**src/rtl/ctrl_pwm_driver.sv**
```systemverilog
// Complementary PWM driver: PID sample clamp, slew-limited duty, period counter
// and a dead-time-inserting high/low output FSM.
module ctrl_pwm_driver #(
    parameter int unsigned DEADTIME = 4
) (
    input  logic               clk,
    input  logic               rst_n,
    input  logic signed [15:0] control_signal,
    input  logic               ctrl_valid,
    input  logic               enable,
    input  logic        [15:0] period,
    input  logic        [15:0] bias,
    input  logic        [15:0] slew_step,
    output logic               pwm_hi,
    output logic               pwm_lo,
    output logic        [15:0] duty,
    output logic        [1:0]  sat,
    output logic               period_start
);

    localparam int unsigned W   = 16;
    localparam int unsigned SW  = 18;
    localparam int unsigned DTW = 8;

    typedef enum logic [2:0] {
        IDLE  = 3'd0,
        HI    = 3'd1,
        DT_LO = 3'd2,
        LO    = 3'd3,
        DT_HI = 3'd4
    } state_e;

    state_e           state_q, state_d;
    logic [DTW-1:0]   dt_q, dt_d;
    logic [W-1:0]     cnt_q, cnt_d;
    logic [W-1:0]     duty_q, duty_d;
    logic [W-1:0]     target_q, target_d;
    logic [W-1:0]     plat_q, plat_d;
    logic [1:0]       sat_q, sat_d;
    logic             run_q;
    logic             pwm_hi_q, pwm_hi_d;
    logic             pwm_lo_q, pwm_lo_d;
    logic             ps_q, ps_d;

    logic             run_c, rise_c, wrap_c, load_c, raw_c;
    logic signed [SW-1:0] sum_c, lim_c;
    logic [W-1:0]     clamp_c, diff_c, step_c, slewed_c;
    logic [1:0]       sat_c;

    assign run_c  = enable && (period >= 16'd2);
    assign rise_c = run_c && !run_q;
    assign wrap_c = run_c && run_q && (cnt_q >= plat_q - 16'd1);
    assign load_c = rise_c || wrap_c;
    assign raw_c  = cnt_q < duty_q;

    // Controller sample: bias + signed control, clamped to the latched period
    always_comb begin
        sum_c   = $signed({2'b00, bias}) + SW'(control_signal);
        lim_c   = $signed({2'b00, plat_q});
        clamp_c = W'(sum_c);
        sat_c   = 2'b00;
        if (sum_c > lim_c) begin
            clamp_c = plat_q;
            sat_c   = 2'b10;
        end else if (sum_c < 18'sd0) begin
            clamp_c = '0;
            sat_c   = 2'b01;
        end
    end

    // Duty moves toward the (pre-sample) target by at most slew_step per load
    always_comb begin
        diff_c   = (target_q > duty_q) ? (target_q - duty_q) : (duty_q - target_q);
        step_c   = (diff_c > slew_step) ? slew_step : diff_c;
        slewed_c = target_q;
        if (slew_step != '0) begin
            slewed_c = (target_q > duty_q) ? (duty_q + step_c) : (duty_q - step_c);
        end
    end

    always_comb begin
        target_d = target_q;
        sat_d    = sat_q;
        cnt_d    = cnt_q;
        duty_d   = duty_q;
        plat_d   = plat_q;
        ps_d     = 1'b0;
        if (ctrl_valid) begin
            target_d = clamp_c;
            sat_d    = sat_c;
        end
        if (!run_c) begin
            cnt_d  = '0;
            duty_d = '0;
        end else if (load_c) begin
            cnt_d  = '0;
            plat_d = period;
            duty_d = (slewed_c > period) ? period : slewed_c;
            ps_d   = 1'b1;
        end else begin
            cnt_d = cnt_q + 16'd1;
        end
    end

    always_ff @(posedge clk) begin
        if (!rst_n) begin
            state_q  <= IDLE;
            dt_q     <= '0;
            cnt_q    <= '0;
            duty_q   <= '0;
            target_q <= '0;
            plat_q   <= '0;
            sat_q    <= '0;
            run_q    <= 1'b0;
            pwm_hi_q <= 1'b0;
            pwm_lo_q <= 1'b0;
            ps_q     <= 1'b0;
        end else begin
            state_q  <= state_d;
            dt_q     <= dt_d;
            cnt_q    <= cnt_d;
            duty_q   <= duty_d;
            target_q <= target_d;
            plat_q   <= plat_d;
            sat_q    <= sat_d;
            run_q    <= run_c;
            pwm_hi_q <= pwm_hi_d;
            pwm_lo_q <= pwm_lo_d;
            ps_q     <= ps_d;
        end
    end

    // Next state: a raw change during dead time flips direction and restarts the count
    always_comb begin
        state_d = state_q;
        dt_d    = dt_q;
        if (!run_c) begin
            state_d = IDLE;
            dt_d    = '0;
        end else begin
            case (state_q)
                IDLE: begin
                    if (run_q) begin
                        state_d = raw_c ? DT_HI : DT_LO;
                        dt_d    = '0;
                    end
                end
                HI: begin
                    if (!raw_c) begin
                        state_d = DT_LO;
                        dt_d    = '0;
                    end
                end
                LO: begin
                    if (raw_c) begin
                        state_d = DT_HI;
                        dt_d    = '0;
                    end
                end
                DT_LO: begin
                    if (raw_c) begin
                        state_d = DT_HI;
                        dt_d    = '0;
                    end else if (dt_q == DTW'(DEADTIME - 1)) begin
                        state_d = LO;
                        dt_d    = '0;
                    end else begin
                        dt_d = dt_q + 8'd1;
                    end
                end
                DT_HI: begin
                    if (!raw_c) begin
                        state_d = DT_LO;
                        dt_d    = '0;
                    end else if (dt_q == DTW'(DEADTIME - 1)) begin
                        state_d = HI;
                        dt_d    = '0;
                    end else begin
                        dt_d = dt_q + 8'd1;
                    end
                end
                default: begin
                    state_d = IDLE;
                    dt_d    = '0;
                end
            endcase
        end
    end

    // Drive decode from the next state so the registered outputs track state_q
    always_comb begin
        pwm_hi_d = 1'b0;
        pwm_lo_d = 1'b0;
        if (state_d == HI) pwm_hi_d = 1'b1;
        if (state_d == LO) pwm_lo_d = 1'b1;
    end

    assign pwm_hi       = pwm_hi_q;
    assign pwm_lo       = pwm_lo_q;
    assign duty         = duty_q;
    assign sat          = sat_q;
    assign period_start = ps_q;

endmodule
```
**config.mk**
```make
export PLATFORM = sky130hd
export DESIGN_NAME = ctrl_pwm_driver
export DESIGN_NICKNAME = d
export VERILOG_FILES = /design/src/rtl/ctrl_pwm_driver.sv
export SDC_FILE = /design/constraint.sdc
export NUM_CORES = 1
export LEC_CHECK = 0
export ABC_CLOCK_PERIOD_IN_PS = 8150
export CAP_MARGIN = 25
export CORE_MARGIN = 5
export CORE_UTILIZATION = 60
export DETAILED_ROUTE_END_ITERATION = 8
export DONT_BUFFER_PORTS = 1
export PLACE_DENSITY = 0.76
export REMOVE_ABC_BUFFERS = 1
export SKIP_LAST_GASP = 1
export SLEW_MARGIN = 15
export SYNTH_ARGS = -nofsm -noshare
export SYNTH_HDL_FRONTEND = slang
export SYNTH_SLANG_ARGS = --single-unit
```
**constraint.sdc**
```tcl
create_clock -name clk -period 8.15 [get_ports clk]
set_input_delay 0.815 -clock clk [delete_from_list [all_inputs] [get_ports clk]]
set_output_delay 0.815 -clock clk [all_outputs]
set_load 0.1 [all_outputs]
```
# ---- Word-level counts from Yosys, hierarchy flattened
# Cells that the tools add are included.
dict set report totals {
  reg_bits 81
  latch_bits 0
  mem_bits_rw 0
  mem_bits_ro 0
  in_bits 68
  out_inout_bits 21
  elab_cells 80
  n_memories 0
}
dict set report op_classes {
  n_addsub 8
  n_mul 0
  n_div 0
  n_lt_le_gt_ge 8
  n_eq_ne 10
  n_shift 0
  n_mux 29
  n_bitwise 2
  reduce_logical 12
}
# cell n
set op_table {}
lappend op_table {{$mux 16} 7}
lappend op_table {{$gt 16x16->1} 3}
lappend op_table {{$mux 8} 6}
lappend op_table {{$sub 16x16->16} 3}
lappend op_table {{$pmux 8 s5} 1}
lappend op_table {{$mux 3} 9}
lappend op_table {{$add 17x16->18} 1}
lappend op_table {{$gt 18x17->1} 1}
lappend op_table {{$lt 18x1->1 const B} 1}
lappend op_table {{$add 16x1->16 const B} 1}
lappend op_table {{$add 16x16->16} 1}
lappend op_table {{$ge 16x16->1} 1}
lappend op_table {{$ge 16x2->1 const B} 1}
lappend op_table {{$lt 16x16->1} 1}
lappend op_table {{$reduce_bool 16->1} 1}
lappend op_table {{$sub 16x1->16 const B} 1}
lappend op_table {{$pmux 3 s5} 1}
lappend op_table {{$eq 3x2->1 const B} 3}
lappend op_table {{$add 8x1->8 const B} 1}
lappend op_table {{$eq 8x2->1 const B} 1}
lappend op_table {{$eq 3x1->1 const B} 2}
lappend op_table {{$ne 2x2->1 const B} 3}
lappend op_table {{$logic_and 1x1->1} 4}
lappend op_table {{$mux 1} 4}
lappend op_table {{other kinds (9)} 11}

# ---- Depth between registers and ports, before layout
dict set report logic_depth {
  ltp_word 9
  ltp_mapped 50
  depth_no_buf 44
}

# ---- Worst setup path after synthesis
# Ideal clock, no wire load.
dict set report synth_path {
  path_kind {flip-flop to flip-flop}
  from {register duty_q[1], in the netlist duty[1]}
  to {register duty_q[11], in the netlist duty[11]}
  setup_ps 128
  arrival_time_ps 9422
  required_ps 8022
  slack_ps -1400
  stages_incl_launch_ff 46
  n_path_buf 6
  synth_period_minus_slack_ps 9550
  cell_sequence {dfxtp_1 -> inv_1 -> fa_1 -> a211oi_1 -> o211ai_2 -> nand2_4 -> a21o_1 -> buf_6 -> buf_2 -> a21oi_1 -> nor2_1 -> xor2_1 -> inv_1 -> ha_1 -> nand4_1 -> nor4_1 -> nor3_1 -> o31a_1 -> (+10 left out) -> o21bai_1 -> a21oi_1 -> o21bai_1 -> a21oi_1 -> o21a_1 -> o21ai_0 -> and3_1 -> o31ai_1 -> ha_1 -> o21ai_0 -> nand2b_1 -> a21oi_1 -> nor2b_1 -> o41ai_2 -> buf_6 -> mux2_2 -> mux2i_1 -> nor2_1}
}
dict set report synth_between {
  elab_chain_len 9
  elab_cells_between_ends 12
  cone_classes {add/sub (4); order compare (3); mux (5)}
}
# element line
set synth_rtl {}
lappend synth_rtl {{from (decl)} 36} ;# logic [W-1:0] duty_q, duty_d;
lappend synth_rtl {{from (signal assigned)} 122} ;# duty_q <= duty_d;
lappend synth_rtl {{$sub 16x16->16 / $gt 16x16->1 (equally long branches)} {73, 77}}
lappend synth_rtl {{$mux 16} 73} ;# diff_c = (target_q > duty_q) ? (target_q - duty_q) : (duty_q - target_q);
lappend synth_rtl {{$gt 16x16->1} 74} ;# step_c = (diff_c > slew_step) ? slew_step : diff_c;
lappend synth_rtl {{$mux 16} 74}
lappend synth_rtl {{$sub 16x16->16 / $add 16x16->16 (equally long branches)} 77} ;# slewed_c = (target_q > duty_q) ? (duty_q + step_c) : (duty_q - step_c);
lappend synth_rtl {{$mux 16 (*)} 77}
lappend synth_rtl {{$mux 16 (*)} 76} ;# if (slew_step != '0) begin
lappend synth_rtl {{$gt 16x16->1} 98} ;# duty_d = (slewed_c > period) ? period : slewed_c;
lappend synth_rtl {{$mux 16 (*)} 98}
# Mark *: on every way between the ends. The rest lies on a longest branch, timed or not.
# A chain may end at the register's enable or synchronous reset.

# ---- Worst setup path in the final report
dict set report layout_path {
  from {register duty_q[0], in the netlist duty[0]}
  to {register duty_q[9], in the netlist duty[9]}
}
# Same word-level chain as after synthesis.

==> flow_metrics.tcl <==
set metrics [dict create \
    numPortBuffers 0 \
    slew_viol_final 0 \
    post-route-min-period_ns 8.78 \
    critPathCaptureType "flop" \
    path_clk_slew_ns 0.07 \
    hold_viol 0 \
    grt_remaining_overflow 0 \
    ant_nets 0 \
    ctsHoldBuffers 0 \
    drive_above_1_share_pct 30.5 \
    synth-xor-area-share_pct 7.28 \
    first_global_vias 10400 \
    core_area_um2 15800 \
    cts_made_buffers 9 \
    synthMuxAreaShare_pct 7.03 \
    grt_antenna_before_repair 0 \
    synth_seq_cells 81 \
    placed_cell_area_um2 11400 \
    cp.required_ns 8.35 \
    synth_top_family_by_area "compound AO/OA/AOI/OAI gates" \
    drv_cap 0 \
    yosysUniqueCellTypes 81 \
    violations "negative setup slack" \
    fin_skew_ns 0.0133 \
    synth_edf_count 0 \
    routedWlPerCell_um 21.3 \
    dieArea_um2 18700 \
    syn_area_um2 9630 \
    cpPeakStageDelay_ns 0.40 \
    final_cell_area_um2 12900 \
    synthToLayoutAreaGrowth_pct 34.5 \
    cts_tree "yes" \
    n_fill_cell 975 \
    worstPathArrival_ns 8.98 \
    rsz0062_at_grt "true" \
    critPathKind "reg -> reg" \
    ys.flop_type "dfxtp_1" \
    root_buffer "clkbuf_16" \
    cp_slowest_cell "nor4_4" \
    yosysTopAreaCellShare_pct 18.8 \
    start_util_pct 60.8 \
    ys_seq_area_share_pct 16.8 \
    status "finished, violations left" \
    synth_fa_ha_area_share_pct 19.7 \
    worstPathMaxFanout 6 \
    relSlewSlack_pct 28.6 \
    grt_max_degree 34 \
    timing.fmax_mhz 114 \
    die-height_um 137 \
    drt-pass1-iter-count 9 \
    post-dp-hpwl_mm 24.6 \
    fin_ws_ns -0.626 \
    clk_latency_ns 0.35 \
    vias 10900 \
    fp.dieW_um 137 \
    start_kind "flop" \
    drtIter0Drc 1044 \
    clock_path_buffers 2 \
    rows 46 \
    async_flop_share_pct 0 \
    yosysTopAreaCell "ha_1" \
    whs_ns 0.494 \
    synth_compound_area_share_pct 22.9 \
    layout.nets 1716 \
    via_per_inst 6.32 \
    avgSynthCellArea_um2 7.79 \
    hold_class "reg -> reg" \
    setup_viol 16 \
    top_level_ports 89 \
    gp_congestion 0.987 \
    grtUsageTotal_pct 34.9 \
    routed_wl_mm 36.6 \
    cpMostUsedCell "buf_6" \
    diodes 0 \
    synthTopCellsByArea "ha_1 19%, dfxtp_1 17%, mux2i_1 5.5%" \
    htreeDepth 3 \
    grt_pass1_wl_mm 51.6 \
    fin_util_pct 81.8 \
    tightest_slew_ns 1.07 \
    synth_warnings 0 \
    drc 0 \
    cts_num_sinks 81 \
    synth-simple-area-share_pct 19.7 \
    period_share_pct 108 \
    netlist_instances 1236 \
]
[cell usage after synthesis, types with 23 or more instances]
library cell	instances
o21ai_0	73
inv_1	114
nand3_1	34
xnor2_1	44
mux2i_1	53
dfxtp_1	81
a21oi_1	88
nor2_1	103
xor2_1	36
nand4_1	23
nand2_1	89
ha_1	145
a21o_1	40
[logic make-up (layout without fill, tap and decap cells)]
family                   Yosys count  count (layout)
buffers and inverters            153             420
XOR/XNOR                          80              80
multiplexers                      66              66
flip-flops                        81              81
adder cells (fa/ha/maj)          149             149
AO/OA/AOI/OAI                    333             334
AND/OR/NAND/NOR                  374             374
[metrics by stage]
step / TNS (ns) / setup slack [ns] / instances
after floorplan: -26.05 / -1.75 / 1197
after detailed placement: -18.05 / -1.20 / 1641
after CTS: -3.54 / -0.279 / 1693
final: -8.99 / -0.626 / 1720
after global placement: -15.31 / -0.995 / 1641
after global routing: -13.23 / -0.909 / 1720
[state kept, by name (all words and copies together), names as in the netlist]
name	count
period_start	1
pwm_lo	1
plat_q	16
run_q	1
cnt_q	16
pwm_hi	1
duty	16
sat	2
state_q	3
dt_q	8
target_q	16
[routing by layer]
layer / track usage [%] / vias up / routed length, um
li1: - / 4962 / -
met1: 41.5 / 5071 / 13600
met2: 61.3 / 633 / 17200
met3: 5.04 / 212 / 3120
met4: 17.0 / 0 / 2690
met5: 0 / - / 0
[placed cells by master, fill, tap and decap left out, types with 19 or more instances in the layout]
master,synthesis,final
nor2_1,103,93
and2_1,20,19
mux2i_1,53,53
inv_1,114,110
o21ai_0,73,59
xnor2_1,44,39
nand2_1,89,83
o21a_1,20,19
a21o_1,40,40
buf_4,3,272
a21oi_1,88,72
dfxtp_1,81,80
xor2_1,36,33
nand4_1,23,23
ha_1,145,133
nand3_1,34,32
[cell type report]
type / count / area [um^2] / share of cell area [%]
clock buffer: 9 / 225 / 1.74
clock inverter: 7 / 70.1 / 0.541
inverter: 114 / 430 / 3.32
multi-input combinational: 1003 / 8070 / 62.3
sequential: 81 / 1620 / 12.5
tap: 216 / 270 / 2.09
timing repair buffer: 290 / 2260 / 17.5
[critical path, delay by kind of cell, from the launching register on]
kind / cells / cell delay, ns
xor+xnor: 2 / 0.35
buf+inv: 10 / 1.41
flops: 1 / 0.35
mux: 2 / 0.51
fa+ha+maj: 5 / 1.40
simple gates: 11 / 2.18
compound gates: 14 / 2.40
[final timing paths]
path / to / depth (start not counted) / slack [ns] / from
worst max register to register: duty[9] / 44 / -0.63 / duty[0]
worst min register to register: dt_q[1] / 2 / 0.49 / dt_q[1]
worst min-delay path: dt_q[1] / 2 / 0.49 / dt_q[1]
worst max-delay path: duty[9] / 44 / -0.63 / duty[0]
[timing repair]
item | in CTS | in global routing
cloned | 1 | 0
buffers inserted | 36 | 27
setup endpoints to repair | 16 | 16
gates resized for setup | 80 | 85
pin swaps | 51 | 79
Power is left out: the tool's default activity adds up to more than one toggle a clock period on the data nets, which glitch-free logic cannot reach.
